**config.mk**
```make
export PLATFORM = sky130hd
export DESIGN_NAME = frame_byte_streamer
export DESIGN_NICKNAME = d
export VERILOG_FILES = /design/src/rtl/orb_frame_pkg.sv /design/src/rtl/frame_shift_reg.sv /design/src/rtl/frame_byte_streamer.sv
export SDC_FILE = /design/constraint.sdc
export NUM_CORES = 1
export LEC_CHECK = 0
export BUFFER_PORTS_ARGS = -buffer_cell sky130_fd_sc_hd__buf_2
export CAP_MARGIN = 20
export CORE_AREA = 4 4 127 129
export CTS_BUF_LIST = sky130_fd_sc_hd__clkbuf_4
export DETAILED_ROUTE_END_ITERATION = 7
export DIE_AREA = 0 0 131 133
export GPL_TIMING_DRIVEN = 0
export PLACE_DENSITY = 0.8
export RECOVER_POWER = 100
export SKIP_LAST_GASP = 1
export SLEW_MARGIN = 20
export SYNTH_ARGS = -nofsm -noshare
export SYNTH_HDL_FRONTEND = slang
export SYNTH_SLANG_ARGS = --single-unit
```
**constraint.sdc**
```tcl
create_clock -name clk -period 2.55 [get_ports clk]
set_input_delay 0.1275 -clock clk [delete_from_list [all_inputs] [get_ports clk]]
set_output_delay 0.1275 -clock clk [all_outputs]
set_load 0.02 [all_outputs]
```
**src/rtl/orb_frame_pkg.sv**
```systemverilog
// Shared types and constants for the trace frame byte streamer.
package orb_frame_pkg;

  typedef enum logic [2:0] {
    SYNC = 3'd0,
    STAT = 3'd1,
    IDLE = 3'd2,
    HDR  = 3'd3,
    DATA = 3'd4
  } frameStateE;

  // Sent least-significant byte first: FF FF FF 7F.
  localparam logic [31:0] SYNC_BYTES    = 32'h7FFF_FFFF;
  localparam logic [3:0]  HDR_FRAME_NIB = 4'hA;
  localparam logic [7:0]  HDR_STATUS    = 8'hA8;
  localparam int          FRAME_BYTES   = 16;

  function automatic logic [7:0] frameHeader(input logic [1:0] width);
    return {HDR_FRAME_NIB, 2'b00, width};
  endfunction

endpackage

```
**src/rtl/frame_shift_reg.sv**
```systemverilog
// 128-bit frame holding register, unloaded one byte at a time, LSB byte first.
module frame_shift_reg
  import orb_frame_pkg::*;
(
  input  logic         clk,
  input  logic         rst,
  input  logic         load,
  input  logic [127:0] frameIn,
  input  logic         shift,
  output logic [7:0]   curByte,
  output logic         last
);

  logic [127:0] data;
  logic [3:0]   idx;

  always_ff @(posedge clk or negedge rst) begin
    if (!rst) begin
      data <= '0;
      idx  <= '0;
    end else if (load) begin
      data <= frameIn;
      idx  <= '0;
    end else if (shift) begin
      data <= {8'h00, data[127:8]};
      idx  <= idx + 4'd1;
    end
  end

  assign curByte = data[7:0];
  assign last    = (idx == 4'(FRAME_BYTES - 1));

endmodule

```
**src/rtl/frame_byte_streamer.sv**
```systemverilog
// Serialises buffered 128-bit trace frames into header + 16 bytes with periodic sync.
// Optional status packet after each sync when FRAME_STATUS_PKT_EN is defined.
//
// state | meaning
// SYNC  | emitting FF FF FF 7F re-alignment sequence
// STAT  | emitting 8-byte status packet (FRAME_STATUS_PKT_EN only)
// IDLE  | waiting for a frame; pops it the cycle FrameReady is seen
// HDR   | emitting frame header {A, 00, width}
// DATA  | emitting the 16 latched frame bytes
module frame_byte_streamer
  import orb_frame_pkg::*;
#(
  parameter int BUFFLENLOG2   = 9,
  parameter int SYNC_INTERVAL = 16
) (
  input  logic                   clk,
  input  logic                   rst,
  input  logic [1:0]             Width,
  input  logic [127:0]           Frame,
  input  logic                   FrameReady,
  input  logic [BUFFLENLOG2-1:0] FramesCnt,
  output logic                   FrameNext,
  output logic [7:0]             DataVal,
  output logic                   DataReady,
  input  logic                   DataNext,
  input  logic [7:0]             Leds,
  input  logic [31:0]            TotalFrames,
  input  logic [15:0]            LostFrames
);

  frameStateE state;
  logic       armed;
  logic [2:0] subIdx;
  logic [7:0] frameCnt;
  logic [7:0] cntNext;
  logic [1:0] widthLat;
  logic [7:0] frameByte;
  logic       frameLast;
  logic       fire;

  // armed keeps DataReady low during and for one cycle after reset.
  assign DataReady = armed && (state != IDLE);
  assign FrameNext = armed && (state == IDLE) && FrameReady;
  assign fire      = DataReady && DataNext;
  assign cntNext   = (frameCnt == 8'hFF) ? frameCnt : frameCnt + 8'd1;

  frame_shift_reg uShift (
    .clk     (clk),
    .rst     (rst),
    .load    (FrameNext),
    .frameIn (Frame),
    .shift   (fire && (state == DATA)),
    .curByte (frameByte),
    .last    (frameLast)
  );

`ifdef FRAME_STATUS_PKT_EN
  logic [63:0] statSnap;
  logic        unusedInputs;
  assign unusedInputs = ^FramesCnt;

  always_ff @(posedge clk or negedge rst) begin
    if (!rst) begin
      statSnap <= '0;
    end else if ((state == SYNC) && fire && (subIdx == 3'd3)) begin
      statSnap <= {LostFrames, TotalFrames, Leds, HDR_STATUS};
    end
  end
`else
  logic unusedInputs;
  assign unusedInputs = ^{FramesCnt, Leds, TotalFrames, LostFrames};
`endif

  always_comb begin
    DataVal = 8'h00;
    if (DataReady) begin
      unique case (state)
        SYNC:    DataVal = SYNC_BYTES[{subIdx[1:0], 3'b000} +: 8];
`ifdef FRAME_STATUS_PKT_EN
        STAT:    DataVal = statSnap[{subIdx, 3'b000} +: 8];
`endif
        HDR:     DataVal = frameHeader(widthLat);
        DATA:    DataVal = frameByte;
        default: DataVal = 8'h00;
      endcase
    end
  end

  always_ff @(posedge clk or negedge rst) begin
    if (!rst) begin
      armed    <= 1'b0;
      state    <= SYNC;
      subIdx   <= '0;
      frameCnt <= '0;
      widthLat <= '0;
    end else begin
      armed <= 1'b1;
      unique case (state)
        SYNC: if (fire) begin
          if (subIdx == 3'd3) begin
            subIdx   <= '0;
            frameCnt <= '0;
`ifdef FRAME_STATUS_PKT_EN
            state    <= STAT;
`else
            state    <= IDLE;
`endif
          end else begin
            subIdx <= subIdx + 3'd1;
          end
        end
`ifdef FRAME_STATUS_PKT_EN
        STAT: if (fire) begin
          if (subIdx == 3'd7) begin
            subIdx <= '0;
            state  <= IDLE;
          end else begin
            subIdx <= subIdx + 3'd1;
          end
        end
`endif
        IDLE: if (FrameNext) begin
          widthLat <= Width;
          state    <= HDR;
        end
        HDR: if (fire) state <= DATA;
        DATA: if (fire && frameLast) begin
          frameCnt <= cntNext;
          state    <= (cntNext >= 8'(SYNC_INTERVAL)) ? SYNC : IDLE;
        end
        default: state <= SYNC;
      endcase
    end
  end

endmodule

```
==> impl_metrics.xml <==
<?xml version="1.0" encoding="UTF-8"?>
<metrics>
  <group name="outcome">
    <metric name="result_of_the_run" unit="">finished with violations</metric>
    <metric name="failing_checks" unit="">max-capacitance violations, max-slew violations</metric>
  </group>
  <group name="global_routing">
    <metric name="grt_remaining_overflow" unit="">0</metric>
    <metric name="grt_antenna_before_repair" unit="">2</metric>
    <metric name="grt_pass1_vias" unit="">6603</metric>
    <metric name="grt_max_degree" unit="">92</metric>
    <metric name="first_pass_grt_wire_length" unit="um">33500</metric>
    <metric name="grt_util_all_layers" unit="%">25.0</metric>
  </group>
  <group name="placed_design">
    <metric name="place_inst" unit="">1011</metric>
    <metric name="port_buffers" unit="">143</metric>
    <metric name="place_hpwl" unit="um">12900</metric>
    <metric name="routabilityCongestion" unit="">0.835</metric>
    <metric name="placed_cell_area" unit="sq mm">0.00810</metric>
  </group>
  <group name="worst_setup_path">
    <metric name="path_cells" unit="">nor3b_2 -&gt; and3_1 -&gt; clkbuf_4 -&gt; buf_6 -&gt; clkbuf_2</metric>
    <metric name="crit_family" unit="">buffers and inverters</metric>
    <metric name="path_class" unit="">reg -&gt; out</metric>
    <metric name="worst_path_max_delay_cell" unit="">sky130_fd_sc_hd__dfrtp_1</metric>
    <metric name="critPathMaxStageDelay" unit="ps">470</metric>
    <metric name="highest_net_fanout_along_the_worst_path" unit="">19</metric>
    <metric name="worst-endpoint-arrival" unit="ps">2270</metric>
    <metric name="worstSetupStartpointType" unit="">register</metric>
    <metric name="timing.critical_path.required" unit="ps">2420</metric>
    <metric name="worst-path-buf-inv" unit="">3</metric>
    <metric name="crit_path_end_kind" unit="">output pin</metric>
  </group>
  <group name="clock_tree">
    <metric name="post-cts-setup-buffer-count" unit="">0</metric>
    <metric name="htree_levels" unit="">4</metric>
    <metric name="cts_inserted_buffers" unit="">17</metric>
    <metric name="clock_path_buffers" unit="">2</metric>
    <metric name="tritoncts_clock_tree" unit="">yes</metric>
    <metric name="cts.clk_slew.worst_paths" unit="ps">120</metric>
    <metric name="insertion_delay" unit="ps">570</metric>
    <metric name="sinks_on_the_clock_net" unit="">149</metric>
    <metric name="clock-root-buffer" unit="">sky130_fd_sc_hd__clkbuf_4</metric>
  </group>
  <group name="logic_synthesis">
    <metric name="synth.avg_cell_area" unit="sq um">10.5</metric>
    <metric name="postSynthCellCount" unit="">679</metric>
    <metric name="number_of_enable_type_register_cells_in_the_synthesized_netlist" unit="">0</metric>
    <metric name="postSynth.asyncResetShare" unit="%">100</metric>
    <metric name="synth_compound_gate_area_share" unit="%">13.3</metric>
    <metric name="main_combinational_cell_family_by_area_after_synthesis" unit="">multiplexers</metric>
    <metric name="ys_ff_latch" unit="">149</metric>
    <metric name="synthFlopType" unit="">sky130_fd_sc_hd__dfrtp_1</metric>
    <metric name="synthesis.yosys.warnings" unit="">0</metric>
    <metric name="synth_xor_area_share" unit="%">0.369</metric>
    <metric name="ys_seq_area_share" unit="%">52.4</metric>
    <metric name="synth-adder-area-share" unit="%">0.528</metric>
    <metric name="synth_mux_area_share" unit="%">17.6</metric>
    <metric name="share_of_synthesized_cell_area_in_and_or_nand_and_nor_gates" unit="%">10.3</metric>
    <metric name="syn-num-nets" unit="">881</metric>
    <metric name="syn-cell-area" unit="sq mm">0.00711</metric>
    <metric name="yosys.cell_types.count" unit="">46</metric>
  </group>
  <group name="detailed_routing">
    <metric name="detailedRoute.firstIterationViolations" unit="">381</metric>
    <metric name="detail_route.wirelength.met1" unit="um">8200</metric>
    <metric name="viasPerCell" unit="">5.45</metric>
    <metric name="route.met2.wl" unit="um">10900</metric>
    <metric name="route.final.wire_length" unit="um">21400</metric>
    <metric name="drt_first_pass_iters" unit="">5</metric>
    <metric name="vias" unit="">6401</metric>
    <metric name="antenna_violating_nets_post_route" unit="">0</metric>
    <metric name="wl_met3" unit="um">1430</metric>
    <metric name="highest_signal_layer" unit="">met4</metric>
    <metric name="drc" unit="">0</metric>
    <metric name="final_routed_wire_length_divided_by_cell_count" unit="um">18.2</metric>
  </group>
  <group name="timing">
    <metric name="max_slew.worst_pin.slew" unit="ps">1520</metric>
    <metric name="max-slew-margin-rel" unit="%">-1.04</metric>
    <metric name="final_slew_viol_count" unit="">60</metric>
    <metric name="setup_viol" unit="">0</metric>
    <metric name="grt_setup_unrepaired" unit="">no</metric>
    <metric name="fin_worst_skew" unit="ps">18.4</metric>
    <metric name="min_period_over_period" unit="%">93.9</metric>
    <metric name="period_needed" unit="ps">2390</metric>
    <metric name="timing.fmax" unit="GHz">0.418</metric>
    <metric name="final-hold-violation-count" unit="">0</metric>
    <metric name="fin_setup_tns" unit="ps">0</metric>
  </group>
  <group name="die">
    <metric name="fp.dieArea" unit="sq mm">0.0174</metric>
    <metric name="floorplan.rows" unit="">45</metric>
    <metric name="die_w" unit="um">131</metric>
    <metric name="die_height" unit="um">133</metric>
    <metric name="fp.coreArea" unit="sq mm">0.0150</metric>
    <metric name="num_io_pins" unit="">209</metric>
    <metric name="start_util" unit="%">47.3</metric>
  </group>
  <group name="power_and_ir_drop">
    <metric name="power_density" unit="mW/mm^2">790</metric>
    <metric name="switching_power_as_a_share_of_total_power" unit="%">35.9</metric>
    <metric name="internal-power" unit="uW">4830</metric>
    <metric name="p_comb_share" unit="%">29.1</metric>
    <metric name="max_ir_drop_vdd" unit="V">0.000421</metric>
    <metric name="netSwitchingPower" unit="uW">2710</metric>
    <metric name="power.leakage" unit="uW">0.00396</metric>
    <metric name="clock_power_share" unit="%">17.2</metric>
    <metric name="sequentialPowerShare" unit="%">53.7</metric>
  </group>
  <group name="min_path">
    <metric name="hold_class" unit="">in -&gt; reg</metric>
  </group>
  <group name="layout">
    <metric name="areaGrowthSynthToFinish" unit="%">34.1</metric>
    <metric name="drive_gt1_share" unit="%">19.5</metric>
    <metric name="layout.filler_cells" unit="">1150</metric>
    <metric name="regArea" unit="sq mm">0.00373</metric>
    <metric name="layout.cell_area.non_filler" unit="sq mm">0.00954</metric>
    <metric name="area_of_combinational_cells_with_multiple_inputs" unit="sq mm">0.00300</metric>
    <metric name="finish.net_count" unit="">1174</metric>
    <metric name="layout.cells.non_filler" unit="">1174</metric>
  </group>
  <group name="flow_run">
    <metric name="max_cap_viol_count" unit="">1</metric>
  </group>
</metrics>
logic make-up (layout without fill, tap and decap cells):
| family | Yosys count | in the layout |
|---|---|---|
| compound gates | 170 | 170 |
| xor+xnor | 3 | 3 |
| fa+ha+maj | 3 | 3 |
| buf+inv | 55 | 360 |
| flops | 149 | 149 |
| mux | 125 | 125 |
| other cells | 1 | 3 |
| simple gates | 173 | 173 |
metrics by stage:
stage | power (uW) | util, % | setup WS, ps | hold WS (ps)
4_1_cts | 7520 | 64.2 | 30.1 | 57.9
2_1_floorplan | 5290 | - | 679 | -168
3_3_place_gp | 5970 | 53.6 | -777 | 334
5_1_grt | 8000 | 63.4 | 38.5 | 283
3_5_place_dp | 6100 | 53.9 | 196 | 96.6
6_report | 7530 | 63.4 | 155 | 293
routing by layer:
layer	global-route usage, %	vias up
met5	0	-
li1	-	2969
met2	41.8	298
met1	29.9	3076
met3	6.18	58
met4	11.5	0
worst min-delay path, stage by stage:
cell	delay (ps)
sky130_fd_sc_hd__dlygate4sd3_1	520
sky130_fd_sc_hd__buf_2	90
sky130_fd_sc_hd__nand2_1	30
sky130_fd_sc_hd__o21ai_0	60
path summary, 6_finish.rpt:
| check | startpoint | endpoint | slack, ps | cells past startpoint |
|---|---|---|---|---|
| setup / recovery | state[0] | FrameNext | 160 | 5 |
| hold / removal | Frame[104] | uShift.data[104] | 290 | 4 |
| setup reg to reg | armed | uShift.data[88] | 190 | 7 |
| hold reg to reg | subIdx[0] | subIdx[0] | 490 | 1 |
| max in group asynchronous | rst | uShift.data[71] | 610 | 3 |
| min in group asynchronous | rst | subIdx[1] | 440 | 2 |
synthesized netlist by cell type, drive strengths merged, types with 3 or more instances:
cell,n,area (sq um)
nand2,132,495
a21oi,17,85.1
o31ai,3,22.5
mux2i,123,1230
nor3,5,25.0
nor2,10,45.0
xnor2,3,26.3
dfrtp,149,3730
ha,3,37.5
inv,9,33.8
buf,33,298
nor2b,4,25.0
a21boi,3,22.5
o21ai,126,631
a22o,8,70.1
nand3,6,30.0
clkbuf,13,48.8
cells in the final DEF (no fill, tap or decap), types with 3 or more instances in the layout:
master,netlist,routed
sky130_fd_sc_hd__a21boi_0,3,3
sky130_fd_sc_hd__a21oi_1,17,17
sky130_fd_sc_hd__a22o_1,8,8
sky130_fd_sc_hd__buf_12,8,4
sky130_fd_sc_hd__buf_2,20,138
sky130_fd_sc_hd__buf_4,5,3
sky130_fd_sc_hd__clkbuf_1,13,28
sky130_fd_sc_hd__clkbuf_2,0,12
sky130_fd_sc_hd__clkbuf_4,0,19
sky130_fd_sc_hd__clkinv_1,0,7
sky130_fd_sc_hd__dfrtp_1,149,148
sky130_fd_sc_hd__dlygate4sd3_1,0,132
sky130_fd_sc_hd__ha_1,3,3
sky130_fd_sc_hd__inv_1,9,9
sky130_fd_sc_hd__mux2i_1,123,123
sky130_fd_sc_hd__nand2_1,132,132
sky130_fd_sc_hd__nand3_1,6,6
sky130_fd_sc_hd__nor2_1,9,9
sky130_fd_sc_hd__nor2b_1,4,4
sky130_fd_sc_hd__nor3_1,5,5
sky130_fd_sc_hd__o21ai_0,58,117
sky130_fd_sc_hd__o21ai_1,68,9
sky130_fd_sc_hd__o31ai_1,3,3
sky130_fd_sc_hd__xnor2_1,3,3
area by class of cell:
type / instances / area share, %
Antenna cell: 2 / 0.0525
Buffer: 44 / 2.85
Clock buffer: 18 / 1.42
Clock inverter: 13 / 0.958
Inverter: 9 / 0.354
Multi-Input combinational cell: 475 / 31.4
Sequential cell: 149 / 39.1
Tap cell: 188 / 2.47
Timing Repair Buffer: 276 / 21.4
sequential cells by signal, summed over array words and instances (netlist names):
register / count
uShift.data: 128
frameCnt: 8
uShift.idx: 4
state: 3
subIdx: 3
widthLat: 2
armed: 1
power by group through the flow:
stage	Combinational (uW)	Sequential [uW]	Clock, uW
global placement	1950	4010	0
floorplan	1520	3770	0
detailed placement	2060	4040	0
global route	2460	4140	1400
finish	2190	4050	1290
CTS	2220	4000	1300
repair_timing:
| action | in CTS | in global routing |
|---|---|---|
| cloned | 0 | 0 |
| setup endpoints to repair | 1 | 1 |
| hold buffers | 132 | 0 |
| gates resized for setup | 3 | 2 |
| pin swaps | 0 | 0 |
| endpoints found under the hold margin | 280 | 0 |
(Power assumes the default switching activity.)
